`src/rtl/wb_ram_bist_master.sv`:
```
// Wishbone BIST master for the RAM bank: writes an address-derived pattern,
// reads it back, counts mismatches and records the first failing location.
module wb_ram_bist_master #(
  parameter logic [31:0] SEED    = 32'hFAB0_5A5A,
  parameter int unsigned TIMEOUT = 15
) (
  input  logic        WBs_CLK_i,
  input  logic        WBs_RST_i,
  input  logic        start_i,
  input  logic [4:0]  ram_mask_i,
  output logic [10:0] WBs_ADR_o,
  output logic        WBs_RAM0_CYC_o,
  output logic        WBs_RAM1_CYC_o,
  output logic        WBs_RAM2_CYC_o,
  output logic        WBs_RAM3_CYC_o,
  output logic        WBs_RAM4_CYC_o,
  output logic [3:0]  WBs_BYTE_STB_o,
  output logic        WBs_WE_o,
  output logic        WBs_STB_o,
  output logic [31:0] WBs_DAT_o,
  input  logic [31:0] WBs_RAM0_DAT_i,
  input  logic [31:0] WBs_RAM1_DAT_i,
  input  logic [31:0] WBs_RAM2_DAT_i,
  input  logic [31:0] WBs_RAM3_DAT_i,
  input  logic [31:0] WBs_RAM4_DAT_i,
  input  logic        WBs_ACK_i,
  output logic        busy_o,
  output logic        done_o,
  output logic        pass_o,
  output logic        timeout_o,
  output logic [15:0] err_cnt_o,
  output logic [2:0]  first_err_ram_o,
  output logic [10:0] first_err_adr_o
);

  typedef enum logic [2:0] {
    S_IDLE,
    S_WR,
    S_GAP,
    S_RD,
    S_ABORT,
    S_DONE
  } state_t;

  localparam logic [7:0] TO_LAST = 8'(TIMEOUT - 1);

  state_t state, state_nx;

  logic [10:0] adr_q;
  logic [2:0]  ram_q;
  logic [4:0]  mask_q;
  logic        gap_rd_q;
  logic [7:0]  to_cnt_q;
  logic [15:0] err_q;
  logic        fe_vld_q;
  logic [2:0]  fe_ram_q;
  logic [10:0] fe_adr_q;
  logic        to_q;

  logic        start_ok;
  logic        active;
  logic        ack;
  logic        at_last;
  logic        to_hit;
  logic        mismatch;
  logic        has_next;
  logic [2:0]  nxt_ram;
  logic [4:0]  above;
  logic [10:0] last_adr;
  logic [31:0] pat;
  logic [31:0] wmask;
  logic [31:0] rd_dat;
  logic [15:0] err_inc;
  logic [4:0]  cyc_vec;

  function automatic logic [2:0] low_idx(input logic [4:0] m);
    low_idx = 3'd0;
    for (int i = 4; i >= 0; i--)
      if (m[i]) low_idx = 3'(i);
  endfunction

  assign start_ok = start_i &
                    ((state == S_IDLE) | (state == S_DONE));
  assign active   = (state == S_WR) | (state == S_RD);
  assign ack      = active & WBs_ACK_i;
  assign at_last  = (adr_q == last_adr);
  assign to_hit   = active & ~WBs_ACK_i &
                    (to_cnt_q == TO_LAST);

  // Enabled RAMs strictly above the one under test
  assign above    = mask_q & ~((5'd2 << ram_q) - 5'd1);
  assign has_next = |above;
  assign nxt_ram  = low_idx(above);

  assign pat      = SEED ^ {ram_q, ~adr_q, 7'b0, adr_q};
  assign mismatch = (rd_dat != (pat & wmask));
  assign err_inc  = (err_q == 16'hFFFF) ? err_q
                                        : err_q + 16'd1;

  always_comb begin
    last_adr = 11'd2047;
    wmask    = 32'h0000_00FF;
    rd_dat   = WBs_RAM4_DAT_i;
    unique case (ram_q)
      3'd0: begin
        last_adr = 11'd511;
        wmask    = 32'h0000_FFFF;
        rd_dat   = WBs_RAM0_DAT_i;
      end
      3'd1: begin
        last_adr = 11'd1023;
        wmask    = 32'h0000_FFFF;
        rd_dat   = WBs_RAM1_DAT_i;
      end
      3'd2: begin
        last_adr = 11'd1023;
        wmask    = 32'h0000_00FF;
        rd_dat   = WBs_RAM2_DAT_i;
      end
      3'd3: begin
        last_adr = 11'd511;
        wmask    = 32'hFFFF_FFFF;
        rd_dat   = WBs_RAM3_DAT_i;
      end
      default: begin
        last_adr = 11'd2047;
        wmask    = 32'h0000_00FF;
        rd_dat   = WBs_RAM4_DAT_i;
      end
    endcase
  end

  always_ff @(posedge WBs_CLK_i) begin
    if (WBs_RST_i) state <= S_IDLE;
    else           state <= state_nx;
  end

  always_comb begin
    state_nx = state;
    unique case (state)
      S_IDLE, S_DONE: begin
        if (start_i)
          state_nx = (ram_mask_i == 5'd0) ? S_DONE : S_WR;
      end
      S_WR: begin
        if (to_hit)                 state_nx = S_ABORT;
        else if (ack && at_last)    state_nx = S_GAP;
      end
      S_GAP: begin
        state_nx = gap_rd_q ? S_RD : S_WR;
      end
      S_RD: begin
        if (to_hit)
          state_nx = S_ABORT;
        else if (ack && at_last)
          state_nx = has_next ? S_GAP : S_DONE;
      end
      S_ABORT: state_nx = S_DONE;
      default: state_nx = S_IDLE;
    endcase
  end

  always_comb begin
    cyc_vec   = 5'd0;
    WBs_STB_o = 1'b0;
    WBs_WE_o  = 1'b0;
    WBs_ADR_o = 11'd0;
    WBs_DAT_o = 32'd0;
    busy_o    = 1'b0;
    done_o    = 1'b0;
    unique case (state)
      S_WR: begin
        cyc_vec   = 5'd1 << ram_q;
        WBs_STB_o = 1'b1;
        WBs_WE_o  = 1'b1;
        WBs_ADR_o = adr_q;
        WBs_DAT_o = pat;
        busy_o    = 1'b1;
      end
      S_RD: begin
        cyc_vec   = 5'd1 << ram_q;
        WBs_STB_o = 1'b1;
        WBs_ADR_o = adr_q;
        busy_o    = 1'b1;
      end
      S_GAP, S_ABORT: busy_o = 1'b1;
      S_DONE:         done_o = 1'b1;
      default: ;
    endcase
  end

  assign WBs_RAM0_CYC_o  = cyc_vec[0];
  assign WBs_RAM1_CYC_o  = cyc_vec[1];
  assign WBs_RAM2_CYC_o  = cyc_vec[2];
  assign WBs_RAM3_CYC_o  = cyc_vec[3];
  assign WBs_RAM4_CYC_o  = cyc_vec[4];
  assign WBs_BYTE_STB_o  = 4'hF;
  assign pass_o          = done_o & (err_q == 16'd0) & ~to_q;
  assign timeout_o       = to_q;
  assign err_cnt_o       = err_q;
  assign first_err_ram_o = fe_ram_q;
  assign first_err_adr_o = fe_adr_q;

  always_ff @(posedge WBs_CLK_i) begin
    if (WBs_RST_i) begin
      adr_q    <= '0;
      ram_q    <= '0;
      mask_q   <= '0;
      gap_rd_q <= 1'b0;
      to_cnt_q <= '0;
      err_q    <= '0;
      fe_vld_q <= 1'b0;
      fe_ram_q <= '0;
      fe_adr_q <= '0;
      to_q     <= 1'b0;
    end else if (start_ok) begin
      mask_q   <= ram_mask_i;
      ram_q    <= low_idx(ram_mask_i);
      adr_q    <= '0;
      gap_rd_q <= 1'b0;
      to_cnt_q <= '0;
      err_q    <= '0;
      fe_vld_q <= 1'b0;
      fe_ram_q <= '0;
      fe_adr_q <= '0;
      to_q     <= 1'b0;
    end else if (ack) begin
      to_cnt_q <= '0;
      if (at_last) begin
        adr_q <= '0;
        if (state == S_WR) begin
          gap_rd_q <= 1'b1;
        end else begin
          gap_rd_q <= 1'b0;
          ram_q    <= nxt_ram;
        end
      end else begin
        adr_q <= adr_q + 11'd1;
      end
      if ((state == S_RD) && mismatch) begin
        err_q <= err_inc;
        if (!fe_vld_q) begin
          fe_vld_q <= 1'b1;
          fe_ram_q <= ram_q;
          fe_adr_q <= adr_q;
        end
      end
    end else if (to_hit) begin
      // The abort itself is recorded as an error
      to_q     <= 1'b1;
      to_cnt_q <= '0;
      err_q    <= err_inc;
      if (!fe_vld_q) begin
        fe_vld_q <= 1'b1;
        fe_ram_q <= ram_q;
        fe_adr_q <= adr_q;
      end
    end else if (active) begin
      to_cnt_q <= to_cnt_q + 8'd1;
    end
  end

endmodule
```
`config.mk`:
```
export PLATFORM = sky130hd
export DESIGN_NAME = wb_ram_bist_master
export DESIGN_NICKNAME = d
export VERILOG_FILES = /design/src/rtl/wb_ram_bist_master.sv
export SDC_FILE = /design/constraint.sdc
export NUM_CORES = 1
export LEC_CHECK = 0
export ABC_CLOCK_PERIOD_IN_PS = 6200
export BUFFER_PORTS_ARGS = -buffer_cell sky130_fd_sc_hd__buf_2
export CORE_UTILIZATION = 51
export CTS_CLUSTER_SIZE = 24
export DETAILED_ROUTE_END_ITERATION = 6
export GPL_TIMING_DRIVEN = 0
export PLACE_DENSITY = 0.88
export SETUP_SLACK_MARGIN = 0.02
export SLEW_MARGIN = 20
export SYNTH_ARGS = -nofsm -noshare
export SYNTH_HDL_FRONTEND = slang
export SYNTH_SLANG_ARGS = --single-unit
```
`constraint.sdc`:
```
create_clock -name WBs_CLK_i -period 6.2 [get_ports WBs_CLK_i]
set_input_delay 0.93 -clock WBs_CLK_i [delete_from_list [all_inputs] [get_ports WBs_CLK_i]]
set_output_delay 0.93 -clock WBs_CLK_i [all_outputs]
set_load 0.05 [all_outputs]
```
==> key figures <==
STA
  – Period utilization: 78.6%
  – Final hold violation count: 0
  – Setup clock skew after layout: 0.00806 ns
  – RSZ-0062 raised after global routing: false
  – Worst Hold Margin: 0.473 ns
  – Final Max Slew Viols: 0
  – Slew Limit Headroom: 36.4%
  – Setup-failing EPs final: 0
  – Total negative setup slack: 0 ns
  – Worst Max-Slew Pin Slew: 0.945 ns
  – Fin crit period: 4.87 ns
  – F_max: 0.205 GHz

Drt
  – Top layer used by detailed routing: met4
  – Sum of routed wire segments on met1: 7480 um
  – Total number of vias: 6326
  – Final WL: 19600 um
  – Routed wire length on met3: 2440 um
  – Routed len/inst: 18.4 um
  – # DRC: 0
  – Number of nets with antenna violations after detailed routing: 0
  – Met2 layer wire length in the routed design: 9040 um
  – Number of DRC markers after the initial detailed-route iteration: 709
  – First-pass iteration count of the detailed router: 5
  – Post-DR vias/cell: 5.93

Clock network
  – Quantity of hold-fixing buffers added after cts: 0
  – Resize count post-CTS: 0
  – Longest Clk Path Bufs: 2
  – Clk pin slew, worst setup/hold paths: 0.07 ns
  – Clock tree from TritonCTS: yes
  – Clock H-tree levels: 3
  – Setup repair bufs after CTS: 0
  – Sinks on the clock net: 62
  – Master cell of the clock root buffer: sky130_fd_sc_hd__clkbuf_8
  – Clock latency reported for the late side of the worst-skew pair: 0.35 ns
  – Clock buffers created by TritonCTS: 9

Place
  – Routability Congestion: 0.993
  – Estimated wirelength of the detail-placed design: 15100 um
  – Cell area after placement: 0.00656 mm2
  – Buffers added on ports: 248

Floorplan
  – Number of rows in the core area: 36
  – Die Area: 0.0105 mm2
  – Initial core utilization: 52.5%
  – Chip width: 102 um
  – Die height: 102 um
  – Area inside the core boundary: 0.00977 mm2
  – Num ports: 257

Global route
  – GRT overflow: 0
  – GRT Overall Usage: 37.9%
  – Via count of the first global-routing pass: 5869
  – Pin count of the biggest net entering global routing: 12
  – Wire length of the first global-routing pass: 29900 um
  – Initial antenna violation count: 0

Cells and area
  – Final-stage net count: 1105
  – Layout Area Growth over Synthesis: 32.2%
  – Fraction of layout cells with a size suffix above 1: 35.1%
  – Final core utilization: 69.4%
  – Antenna fix cells: 0
  – Post-route design area: 0.00678 mm2

Yosys
  – Area fraction in and, or, nand and nor cells after synthesis: 28.6%
  – Most frequent cells after synthesis: sky130_fd_sc_hd__nor2_1, sky130_fd_sc_hd__dfxtp_1, sky130_fd_sc_hd__a21oi_1
  – Leading register cell type out of synthesis: sky130_fd_sc_hd__dfxtp_1
  – Cell count after synthesis: 664
  – Ys async rst share: 0%
  – Cell type with the largest total area after synthesis: sky130_fd_sc_hd__dfxtp_1
  – Largest family of logic cells by synthesized area: simple AND/OR/NAND/NOR gates
  – Syn. warnings: 0
  – Compound-gate portion of the synthesized area: 19.8%
  – Sequential area share after synthesis: 24.2%
  – Dominant cells by area after synthesis: sky130_fd_sc_hd__dfxtp_1, sky130_fd_sc_hd__nor2_1, sky130_fd_sc_hd__mux4_2
  – Adder and majority cell fraction of the synthesized area: 1.71%
  – Most frequent cell after synthesis: sky130_fd_sc_hd__nor2_1
  – Average cell area after synthesis: 7.72 um2
  – Top-area cell type share of the netlist area: 24.2%
  – Number of register bits inferred by synthesis: 62
  – Summed instance area of the synthesized netlist: 0.00513 mm2
  – Mux share of post-synthesis cell area: 10.8%
  – EDFF count, synth: 0
  – Xor and xnor area share after synthesis: 5.12%
  – Number of distinct library cells after synthesis: 72

Worst setup path
  – Type of element launching the critical path: flip-flop
  – Maximum fanout count along the critical path: 10
  – Crit path arrival time: 5.15 ns
  – Kind of end point of the critical path: flip-flop
  – Worst r2r path cells: 19
  – Endpoint required time on the critical path: 6.48 ns
  – Worst Setup Path Type: flip-flop to flip-flop

Pwr
  – P per Cell Area: 200 mW/mm2
  – Final total power: 1.35 mW
  – Worst ir drop on vdd: 0.134 mV
  – Leakage power figure: 3.00 nW

Status
  – Run status: complete, no violations

Hold path
  – Hold crit path type: flip-flop to flip-flop
  – Worst hold path cell count: 2

Flow run
  – Max-cap viol count: 0
## logic make-up (layout without fill, tap and decap cells)
| logic type | Yosys count | count (layout) |
|---|---|---|
| adder cells (fa/ha/maj) | 7 | 7 |
| AND/OR/NAND/NOR | 283 | 283 |
| flip-flops | 62 | 62 |
| multiplexers | 37 | 37 |
| other | 2 | 8 |
| XOR/XNOR | 30 | 30 |
| buffers and inverters | 91 | 355 |
| AO/OA/AOI/OAI | 152 | 152 |
## per-stage QoR
step                std cells  worst slack [ns]
global route             1067              1.22
finish                   1067              1.33
detailed placement       1051              1.56
floorplan                 670              2.43
global placement         1051              1.59
CTS                      1067              1.56
## final timing paths
kind              slack (ns)                from                  to
setup / recovery        1.33            ram_q[1]        err_cnt_o[7]
hold / removal          0.47  first_err_adr_o[7]  first_err_adr_o[7]
setup reg to reg        1.33            ram_q[1]        err_cnt_o[7]
hold reg to reg         0.47  first_err_adr_o[7]  first_err_adr_o[7]
## routing by layer
layer	up-vias	GRT usage [%]
met4	0	16.2
met2	427	61.0
met3	68	12.7
met1	2884	46.4
li1	2947	-
met5	-	0
## final cells by class
cell class | instances | area (um2)
well taps | 133 | 166
flip-flops and latches | 62 | 1240
clock inverters | 6 | 85.1
clock buffers | 10 | 138
plain buffers | 72 | 425
multi-input cells | 517 | 3410
repair buffers | 248 | 1240
inverters | 19 | 71.3
fillers | 865 | 2990
## critical path, cell delays in order, from the launching register on
cell and delay [ns]:
sky130_fd_sc_hd__dfxtp_1 0.30, sky130_fd_sc_hd__buf_4 0.15, sky130_fd_sc_hd__buf_6 0.14, sky130_fd_sc_hd__buf_2 0.20, sky130_fd_sc_hd__buf_2 0.24, sky130_fd_sc_hd__nor2_1 0.41, sky130_fd_sc_hd__inv_1 0.15, sky130_fd_sc_hd__ha_1 0.22
sky130_fd_sc_hd__buf_2 0.19, sky130_fd_sc_hd__nand2_2 0.10, sky130_fd_sc_hd__buf_2 0.26, sky130_fd_sc_hd__o22ai_1 0.14, sky130_fd_sc_hd__or4b_1 0.48, sky130_fd_sc_hd__nor4_1 0.33, sky130_fd_sc_hd__nand4b_1 0.24, sky130_fd_sc_hd__nor4_2 0.53
sky130_fd_sc_hd__buf_2 0.30, sky130_fd_sc_hd__buf_6 0.17, sky130_fd_sc_hd__o31ai_1 0.08, sky130_fd_sc_hd__a21oi_1 0.16
## sequential cells by signal, indices dropped and copies added, names as in the netlist
signal           flops
gap_rd_q             1
state                3
timeout_o            1
mask_q               4
adr_q               11
err_cnt_o           16
first_err_adr_o     11
ram_q                3
first_err_ram_o      3
to_cnt_q             8
fe_vld_q             1
## power by group
part           internal (mW)  total [mW]  switching, mW
Clock                  0.236       0.404          0.168
Combinational          0.207       0.540          0.333
Sequential             0.405       0.411        0.00590
Total                  0.848        1.35          0.507
## cell usage in the layout, fill, tap and decap left out, types with 7 or more instances in the layout
cell type	synthesis	layout
sky130_fd_sc_hd__a21oi_1	50	50
sky130_fd_sc_hd__and2_1	17	17
sky130_fd_sc_hd__and3_1	8	8
sky130_fd_sc_hd__buf_2	12	260
sky130_fd_sc_hd__buf_4	21	21
sky130_fd_sc_hd__clkbuf_1	29	29
sky130_fd_sc_hd__clkbuf_8	0	10
sky130_fd_sc_hd__conb_1	2	8
sky130_fd_sc_hd__dfxtp_1	62	62
sky130_fd_sc_hd__ha_1	7	7
sky130_fd_sc_hd__inv_1	18	18
sky130_fd_sc_hd__mux2i_1	21	21
sky130_fd_sc_hd__mux4_2	13	13
sky130_fd_sc_hd__nand2_1	39	39
sky130_fd_sc_hd__nand2b_1	7	7
sky130_fd_sc_hd__nand3_1	35	35
sky130_fd_sc_hd__nand4_1	11	11
sky130_fd_sc_hd__nor2_1	85	85
sky130_fd_sc_hd__nor2b_1	7	7
sky130_fd_sc_hd__nor3_1	15	15
sky130_fd_sc_hd__nor4_1	11	11
sky130_fd_sc_hd__o21ai_0	16	16
sky130_fd_sc_hd__o22ai_1	7	7
sky130_fd_sc_hd__o31ai_1	24	24
sky130_fd_sc_hd__or3_1	8	8
sky130_fd_sc_hd__or4_1	15	15
sky130_fd_sc_hd__xnor2_1	16	16
sky130_fd_sc_hd__xor2_1	14	14
Power figures use the tool's default switching activity.
